==> config.mk <==
export PLATFORM = sky130hd
export DESIGN_NAME = l1cache_mem_arbiter
export DESIGN_NICKNAME = d
export VERILOG_FILES = /design/src/rtl/l1cache_mem_arbiter.sv
export SDC_FILE = /design/constraint.sdc
export NUM_CORES = 1
export LEC_CHECK = 0
export CORE_AREA = 2 2 225 227
export DETAILED_ROUTE_END_ITERATION = 6
export DIE_AREA = 0 0 227 229
export GPL_ROUTABILITY_DRIVEN = 1
export GPL_TIMING_DRIVEN = 1
export PLACE_DENSITY = 0.4
export SLEW_MARGIN = 20
export SYNTH_ARGS = -nofsm -noshare
export SYNTH_HDL_FRONTEND = slang
export SYNTH_HIERARCHICAL = 1
export SYNTH_SLANG_ARGS = --single-unit
==> constraint.sdc <==
create_clock -name clk -period 3.7 [get_ports clk]
set_input_delay 0.925 -clock clk [delete_from_list [all_inputs] [get_ports clk]]
set_output_delay 0.925 -clock clk [all_outputs]
set_load 0.01 [all_outputs]
==> src/rtl/l1cache_mem_arbiter.sv <==
// Round-robin arbiter that shares one memory request/response channel between the
// I-cache (client 0) and the D-cache (client 1), with one transaction outstanding.
package Mem;
  typedef logic [31:0]  w_t;
  typedef logic [127:0] line_t;
  typedef logic [27:0]  lineaddr_t;

  typedef struct packed {
    logic      we;
    lineaddr_t addr;
    line_t     data;
  } req_t;
endpackage

// Per-client steering: ready and response beats reach only the current owner.
module l1cache_mem_arbiter_port (
  input  logic    en,
  input  logic    sel,
  input  logic    issue,
  input  logic    resp,
  input  logic    m_req_ready,
  input  logic    m_resp_ack,
  input  Mem::w_t m_resp_data,
  output logic    req_ready,
  output logic    resp_ack,
  output Mem::w_t resp_data
);
  logic own_resp;

  assign own_resp  = en & sel & resp;
  assign req_ready = en & sel & issue & m_req_ready;
  assign resp_ack  = own_resp & m_resp_ack;
  assign resp_data = own_resp ? m_resp_data : '0;
endmodule

module l1cache_mem_arbiter #(
  parameter int   RD_BEATS   = 4,
  parameter int   WR_BEATS   = 1,
  parameter logic RESET_PRIO = 1'b1
) (
  input  logic           clk,
  input  logic           rst_n,
  input  logic           c0_req_valid,
  output logic           c0_req_ready,
  input  logic           c0_req_we,
  input  Mem::lineaddr_t c0_req_addr,
  input  Mem::line_t     c0_req_data,
  output Mem::w_t        c0_resp_data,
  output logic           c0_resp_ack,
  input  logic           c1_req_valid,
  output logic           c1_req_ready,
  input  logic           c1_req_we,
  input  Mem::lineaddr_t c1_req_addr,
  input  Mem::line_t     c1_req_data,
  output Mem::w_t        c1_resp_data,
  output logic           c1_resp_ack,
  output logic           m_req_valid,
  input  logic           m_req_ready,
  output logic           m_req_we,
  output Mem::lineaddr_t m_req_addr,
  output Mem::line_t     m_req_data,
  input  Mem::w_t        m_resp_data,
  input  logic           m_resp_ack,
  output logic           err_stray_ack
);
  localparam int NUM_CLIENTS = 2;

  typedef enum logic [1:0] {IDLE, ISSUE, RESP} state_t;

  state_t      state_q, state_d;
  logic        owner_q, owner_d;
  logic        prio_q, prio_d;
  logic        we_q, we_d;
  logic [3:0]  cnt_q, cnt_d;
  logic        err_q, err_d;

  logic [NUM_CLIENTS-1:0]           c_req_valid;
  Mem::req_t [NUM_CLIENTS-1:0]      c_req;
  logic [NUM_CLIENTS-1:0]           c_req_ready;
  logic [NUM_CLIENTS-1:0]           c_resp_ack;
  logic [NUM_CLIENTS-1:0][31:0]     c_resp_data;
  Mem::req_t                        sel_req;
  logic [3:0]                       last_beat;
  logic                             st_issue, st_resp;

  assign c_req_valid = {c1_req_valid, c0_req_valid};
  assign c_req[0]    = {c0_req_we, c0_req_addr, c0_req_data};
  assign c_req[1]    = {c1_req_we, c1_req_addr, c1_req_data};
  assign sel_req     = c_req[owner_q];
  assign last_beat   = we_q ? 4'(WR_BEATS - 1) : 4'(RD_BEATS - 1);
  assign st_issue    = (state_q == ISSUE);
  assign st_resp     = (state_q == RESP);

  always_ff @(posedge clk) begin
    if (!rst_n) begin
      state_q <= IDLE;
      owner_q <= 1'b0;
      prio_q  <= RESET_PRIO;
      we_q    <= 1'b0;
      cnt_q   <= '0;
      err_q   <= 1'b0;
    end else begin
      state_q <= state_d;
      owner_q <= owner_d;
      prio_q  <= prio_d;
      we_q    <= we_d;
      cnt_q   <= cnt_d;
      err_q   <= err_d;
    end
  end

  always_comb begin
    state_d = state_q;
    owner_d = owner_q;
    prio_d  = prio_q;
    we_d    = we_q;
    cnt_d   = cnt_q;
    // Any ack outside RESP, including one coinciding with the ISSUE handshake, is stray.
    err_d   = err_q | (m_resp_ack & ~st_resp);
    case (state_q)
      IDLE: begin
        if (|c_req_valid) begin
          state_d = ISSUE;
          owner_d = (&c_req_valid) ? prio_q : c_req_valid[1];
        end
      end
      ISSUE: begin
        if (m_req_ready) begin
          we_d    = sel_req.we;
          cnt_d   = '0;
          state_d = RESP;
        end
      end
      RESP: begin
        if (m_resp_ack) begin
          cnt_d = cnt_q + 4'd1;
          if (cnt_q == last_beat) begin
            state_d = IDLE;
            prio_d  = ~owner_q;
          end
        end
      end
      default: state_d = IDLE;
    endcase
  end

  for (genvar g = 0; g < NUM_CLIENTS; g++) begin : g_port
    l1cache_mem_arbiter_port u_port (
      .en          (rst_n),
      .sel         (owner_q == 1'(g)),
      .issue       (st_issue),
      .resp        (st_resp),
      .m_req_ready (m_req_ready),
      .m_resp_ack  (m_resp_ack),
      .m_resp_data (m_resp_data),
      .req_ready   (c_req_ready[g]),
      .resp_ack    (c_resp_ack[g]),
      .resp_data   (c_resp_data[g])
    );
  end

  assign c0_req_ready = c_req_ready[0];
  assign c1_req_ready = c_req_ready[1];
  assign c0_resp_ack  = c_resp_ack[0];
  assign c1_resp_ack  = c_resp_ack[1];
  assign c0_resp_data = c_resp_data[0];
  assign c1_resp_data = c_resp_data[1];

  // Memory-side fields are gated to zero outside ISSUE and while reset is held.
  assign m_req_valid   = rst_n & st_issue;
  assign m_req_we      = m_req_valid & sel_req.we;
  assign m_req_addr    = m_req_valid ? sel_req.addr : '0;
  assign m_req_data    = m_req_valid ? sel_req.data : '0;
  assign err_stray_ack = rst_n & err_q;
endmodule

Word-level counts from Yosys, hierarchy flattened

Index checks and enable logic that the tools add are counted.

Equal/unequal tests: 7
Bitwise logic cells: 17
Add/sub/neg operators: 1
Reductions and logical operators: 9
Magnitude comparators: 1
Mux-type cells: 16

Operators with widths:

| kind                  | number |
|---|---|
| $mux W157             | 2 |
| $mux W128             | 1 |
| $mux W32              | 2 |
| $mux W28              | 1 |
| $and A1 B1 Y1         | 14 |
| $mux W2               | 5 |
| $mux W4               | 2 |
| $ne A2 B2 Y1 const B  | 4 |
| $pmux W4 S2           | 1 |
| $pmux W2 S3           | 1 |
| $reduce_and A2 Y1     | 3 |
| $reduce_and A3 Y1     | 2 |
| $add A4 B1 Y4 const B | 1 |
| $eq A4 B2 Y1          | 1 |
| $reduce_and A4 Y1     | 1 |
| $eq A2 B1 Y1 const B  | 1 |
| $eq A2 B2 Y1 const B  | 1 |
| $logic_not A2 Y1      | 1 |
| $lt A1 B2 Y1 const B  | 1 |
| $not A1 Y1            | 2 |
| $reduce_bool A2 Y1    | 1 |
| $reduce_or A2 Y1      | 1 |
| $mux W1               | 1 |
| $or A1 B1 Y1          | 1 |

Flip-flop bits (word level): 10
Logic and storage cells: 57
Input bits: 352
Output and inout port bits: 227

Logic depth before layout (Yosys ltp)

Depth after elaboration: 5
Mapped depth: 5
Mapped depth without buffers: 4

By module

The synthesis kept the hierarchy.

Modules (own cells, without submodules):

| module                   | area an instance (um^2) | cells an instance | times used | sequential area each (um^2) |
|---|---|---|---|---|
| l1cache_mem_arbiter      | 2,869.0                 | 407               | 1          | 200.2 |
| l1cache_mem_arbiter_port | 342.8                   | 43                | 2          | 0.0 |

Worst setup path after synthesis

Ideal clock, no wire load.

Path kind: in2out
From: in rst_n
To: out m_req_data[107]
Setup slack: 1,298 ps
Data required time: 2,775 ps
Cell stages on the path: 4
Data arrival time: 1,477 ps
Buffers on the path: 2
Cells stage by stage: nand2_2 -> buf_2 -> buf_4 -> nor2_1

Cells in the longest elaborated chain, start to end: 2

RTL lines:

| item            | line | text |
|---|---|---|
| start, declared | 42   | `input logic rst_n,` |
| $and A1 B1 Y1   | 170  | `assign m_req_valid = rst_n & st_issue;` |
| $mux W128       | 173  | `assign m_req_data = m_req_valid ? sel_req.data : '0;` |
| end, declared   | 61   | `output Mem::line_t m_req_data,` |

No other way between the ends.

Final worst setup path

From: in c1_req_data[8]
To: out m_req_data[8]

Cells in the longest elaborated chain, start to end: 3

RTL lines:

| item                                         | line | text |
|---|---|---|
| start, declared                              | 54   | `input Mem::line_t c1_req_data,` |
| $mux W157 (implied by the code) (2 in a row) | 89   | `assign sel_req = c_req[owner_q];` |
| $mux W128                                    | 173  |  |

No other way between the ends. The select of a mux whose other input is x is not followed.

==> impl_metrics.xml <==
<?xml version="1.0" encoding="UTF-8"?>
<metrics>
  <group name="run_status">
    <metric name="outcome" unit="">finished clean</metric>
  </group>
  <group name="detailed_routing">
    <metric name="routed_wl" unit="mm">26.5</metric>
    <metric name="detail_route.first_pass.iterations" unit="">4</metric>
    <metric name="ant_nets" unit="">0</metric>
    <metric name="initialDrtViolationCount" unit="">107</metric>
    <metric name="drc_violation_count_after_routing" unit="">0</metric>
    <metric name="vias" unit="">5736</metric>
    <metric name="drt-vias-per-instance" unit="">3.34</metric>
    <metric name="routedWlPerCell" unit="um">15.4</metric>
  </group>
  <group name="timing">
    <metric name="post-route-period-util" unit="%">88.5</metric>
    <metric name="timing.setup.tns" unit="ns">0</metric>
    <metric name="hold_violations" unit="">0</metric>
    <metric name="timing_worst_slew_pin_value" unit="ns">0.502</metric>
    <metric name="final_max_tran_viols" unit="">0</metric>
    <metric name="fmax" unit="MHz">305</metric>
    <metric name="clock-skew-final" unit="ns">0.00391</metric>
    <metric name="final.min_clock_period" unit="ns">3.28</metric>
    <metric name="setup_violations" unit="">0</metric>
    <metric name="timing.max_slew.rel_slack" unit="%">65.6</metric>
    <metric name="setup_repair_after_global_routing_missed_its_margin" unit="">no</metric>
  </group>
  <group name="setup_path">
    <metric name="cpMaxStageDelayCell" unit="">sky130_fd_sc_hd__clkdlybuf4s50_1</metric>
    <metric name="cp-start-kind" unit="">input pin</metric>
    <metric name="timing.critical_path.required" unit="ns">2.77</metric>
    <metric name="path_max_fanout" unit="">1</metric>
    <metric name="end_kind" unit="">output port</metric>
    <metric name="r2r.worst_path.cells" unit="">3</metric>
    <metric name="timing.critical_path.mode_cell" unit="">sky130_fd_sc_hd__clkdlybuf4s50_1</metric>
    <metric name="cpPeakStageDelay" unit="ns">0.50</metric>
    <metric name="cp_cell_sequence" unit="">clkdlybuf4s50_1, mux2i_1, nor2_1, clkdlybuf4s50_1</metric>
    <metric name="critPathKind" unit="">input pin to output port</metric>
    <metric name="cp.arrival" unit="ns">2.35</metric>
  </group>
  <group name="clock_network">
    <metric name="cts_htree_levels" unit="">1</metric>
    <metric name="tritoncts" unit="">built</metric>
    <metric name="holdBufCountCts" unit="">0</metric>
    <metric name="tritoncts_num_sinks" unit="">10</metric>
    <metric name="clk-insertion-delay-late" unit="ns">0.24</metric>
    <metric name="cts-resized-gates" unit="">0</metric>
    <metric name="post_cts.repair.setup_buffers" unit="">0</metric>
    <metric name="clk_pin_slew" unit="ns">0.04</metric>
    <metric name="cts_buffer_depth" unit="">2</metric>
    <metric name="ctsRootBufferMaster" unit="">sky130_fd_sc_hd__clkbuf_16</metric>
    <metric name="tritoncts.num_buffers" unit="">3</metric>
  </group>
  <group name="global_routing">
    <metric name="grt_first_pass_wirelength" unit="mm">36.8</metric>
    <metric name="number_of_global_route_vias_before_repair" unit="">5938</metric>
    <metric name="globalRouteTotalUtil" unit="%">9.28</metric>
    <metric name="overflow" unit="">0</metric>
    <metric name="grt_start_max_net_pins" unit="">80</metric>
    <metric name="grt_antenna_before_repair" unit="">2</metric>
  </group>
  <group name="finish">
    <metric name="num-fill-cells" unit="">5624</metric>
    <metric name="stdcell_count" unit="">1715</metric>
    <metric name="finish.utilization" unit="%">20.6</metric>
    <metric name="area_growth" unit="%">188</metric>
    <metric name="finalNetCount" unit="">1395</metric>
    <metric name="final_layout_size_suffix_gt1_share" unit="%">3.27</metric>
    <metric name="seq_area" unit="um^2">204</metric>
    <metric name="total_area_of_multi_input_combinational_cells" unit="mm^2">0.00307</metric>
    <metric name="postLayoutCellArea" unit="mm^2">0.0102</metric>
  </group>
  <group name="synthesis">
    <metric name="yosys_register_bits" unit="">10</metric>
    <metric name="synth_area_leader_cell" unit="">sky130_fd_sc_hd__mux2i_1</metric>
    <metric name="synth_edf_count" unit="">0</metric>
    <metric name="synthesis.area" unit="mm^2">0.00355</metric>
    <metric name="syn-instance-count" unit="">493</metric>
    <metric name="number_of_distinct_standard_cells_referenced_by_the_synthesized_netlist" unit="">32</metric>
    <metric name="yosys.area.top_type_share" unit="%">44.8</metric>
    <metric name="synth_top_family_by_area" unit="">multiplexers</metric>
    <metric name="synth_sequential_area_ratio" unit="%">5.63</metric>
    <metric name="yosys_most_used_dff" unit="">sky130_fd_sc_hd__dfxtp_1</metric>
    <metric name="synth_area_leaders" unit="">sky130_fd_sc_hd__mux2i_1, sky130_fd_sc_hd__nor2_1, sky130_fd_sc_hd__and4_1, sky130_fd_sc_hd__buf_2, sky130_fd_sc_hd__dfxtp_1</metric>
    <metric name="muxShareOfSynthArea" unit="%">45.1</metric>
    <metric name="synth_simple_gate_area_share" unit="%">38.0</metric>
    <metric name="syn_nets" unit="">846</metric>
    <metric name="synth-adder-area-share" unit="%">0.352</metric>
    <metric name="postSynthAreaPerCell" unit="um^2">7.21</metric>
    <metric name="synth-async-reset-ratio" unit="%">0</metric>
    <metric name="yosysWarningCount" unit="">6</metric>
    <metric name="synth-compound-area-share" unit="%">2.50</metric>
    <metric name="synth_xor_xnor_area_share" unit="%">0</metric>
  </group>
  <group name="min_path">
    <metric name="worst_hold_path.num_cells" unit="">2</metric>
    <metric name="min_path_type" unit="">register to register</metric>
  </group>
  <group name="die">
    <metric name="die_x" unit="um">227</metric>
    <metric name="core_area" unit="mm^2">0.0497</metric>
    <metric name="rows" unit="">82</metric>
    <metric name="die-height" unit="um">229</metric>
    <metric name="initial_utilization" unit="%">7.16</metric>
    <metric name="dieArea" unit="mm^2">0.0520</metric>
    <metric name="boundaryPins" unit="">579</metric>
  </group>
  <group name="job">
    <metric name="timing.max_cap.violations" unit="">0</metric>
  </group>
  <group name="power_and_ir_drop">
    <metric name="leakagePower" unit="uW">0.00355</metric>
    <metric name="vdd.ir_drop.worst" unit="mV">0.139</metric>
    <metric name="power_density" unit="mW/mm^2">139</metric>
  </group>
  <group name="placement">
    <metric name="gp_congestion" unit="">0.794</metric>
    <metric name="placed_cells_incl_taps" unit="">1709</metric>
    <metric name="placement.cell_area" unit="mm^2">0.0102</metric>
    <metric name="io_buffer_count" unit="">578</metric>
    <metric name="place_hpwl" unit="mm">22.8</metric>
  </group>
</metrics>
-- placed cells by master, fill, tap and decap left out, types with 4 or more instances in the layout --
cell type	count
sky130_fd_sc_hd__nand3b_1	5
sky130_fd_sc_hd__a21oi_1	6
sky130_fd_sc_hd__nand3_1	4
sky130_fd_sc_hd__and4_1	68
sky130_fd_sc_hd__mux2i_1	159
sky130_fd_sc_hd__buf_4	13
sky130_fd_sc_hd__buf_12	9
sky130_fd_sc_hd__dfxtp_1	9
sky130_fd_sc_hd__nor2_1	160
sky130_fd_sc_hd__clkdlybuf4s50_1	575
-- critical path, delay by kind of cell --
kind / cells / cell delay (ns)
and+or+nand+nor: 1 / 0.08
buffers and inverters: 2 / 0.92
muxes: 1 / 0.43
-- layer usage --
metal / wire length, um / global-route usage [%] / share of wire, % / vias up
li1: - / - / - / 2883
met1: 10100 / 10.5 / 38 / 2520
met2: 13700 / 17.9 / 52 / 315
met3: 2270 / 1.87 / 8.6 / 18
met4: 430 / 1.51 / 1.6 / 0
met5: 0 / 0 / 0 / -
-- path summary, 6_finish.rpt --
path / startpoint / endpoint / slack [ns]
worst min register to register: err_q / err_q / 0.47
worst max-delay path: c1_req_data[8] / m_req_data[8] / 0.42
worst max register to register: cnt_q[0] / prio_q / 2.23
worst min-delay path: err_q / err_q / 0.47
-- cell usage after synthesis (all sizes together) (2+ instances only) --
cell type  instances
a21oi              6
nand3              4
clkbuf             2
or3b               2
nand3b             5
and3               2
dfxtp             10
inv                4
buf               52
nand2              3
mux2i            159
nand2b             2
and4              68
o21a               2
nor2             160
-- area by class of cell --
type | count | area share (%)
Antenna cell | 2 | 0.0488
Clock buffer | 4 | 0.769
Inverter | 4 | 0.146
Multi-Input combinational cell | 425 | 29.9
Sequential cell | 10 | 1.99
Tap cell | 672 | 8.20
Timing Repair Buffer | 598 | 58.9
-- report_power, final --
group          internal [uW]  switching, uW  total (uW)
Sequential               114           7.42         121
Clock                    144           49.9         194
Combinational            676            430        1110
-- cells by family (layout without fill, tap and decap cells) --
kind of cell / count (synthesis) / in the layout
simple gates: 251 / 251
mux: 160 / 160
buf+inv: 58 / 606
compound gates: 13 / 13
flops: 10 / 10
fa+ha+maj: 1 / 1
other cells: 0 / 2
-- sequential cells by signal, summed over array words and instances, names as in the netlist --
name and cells:
err_q 1, cnt_q 4, we_q 1, state_q 2
prio_q 1, owner_q 1
-- metrics by stage --
step                      hold slack (ns)  total power (uW)  setup WS, ns
after floorplan                     0.429               540          1.30
after global placement              0.462              1250         0.362
after detailed placement            0.462              1250         0.372
after CTS                           0.472              1450         0.363
after global routing                0.505              1520         0.257
final                               0.466              1420         0.424
Note: power is estimated with default switching activity, not from simulation.
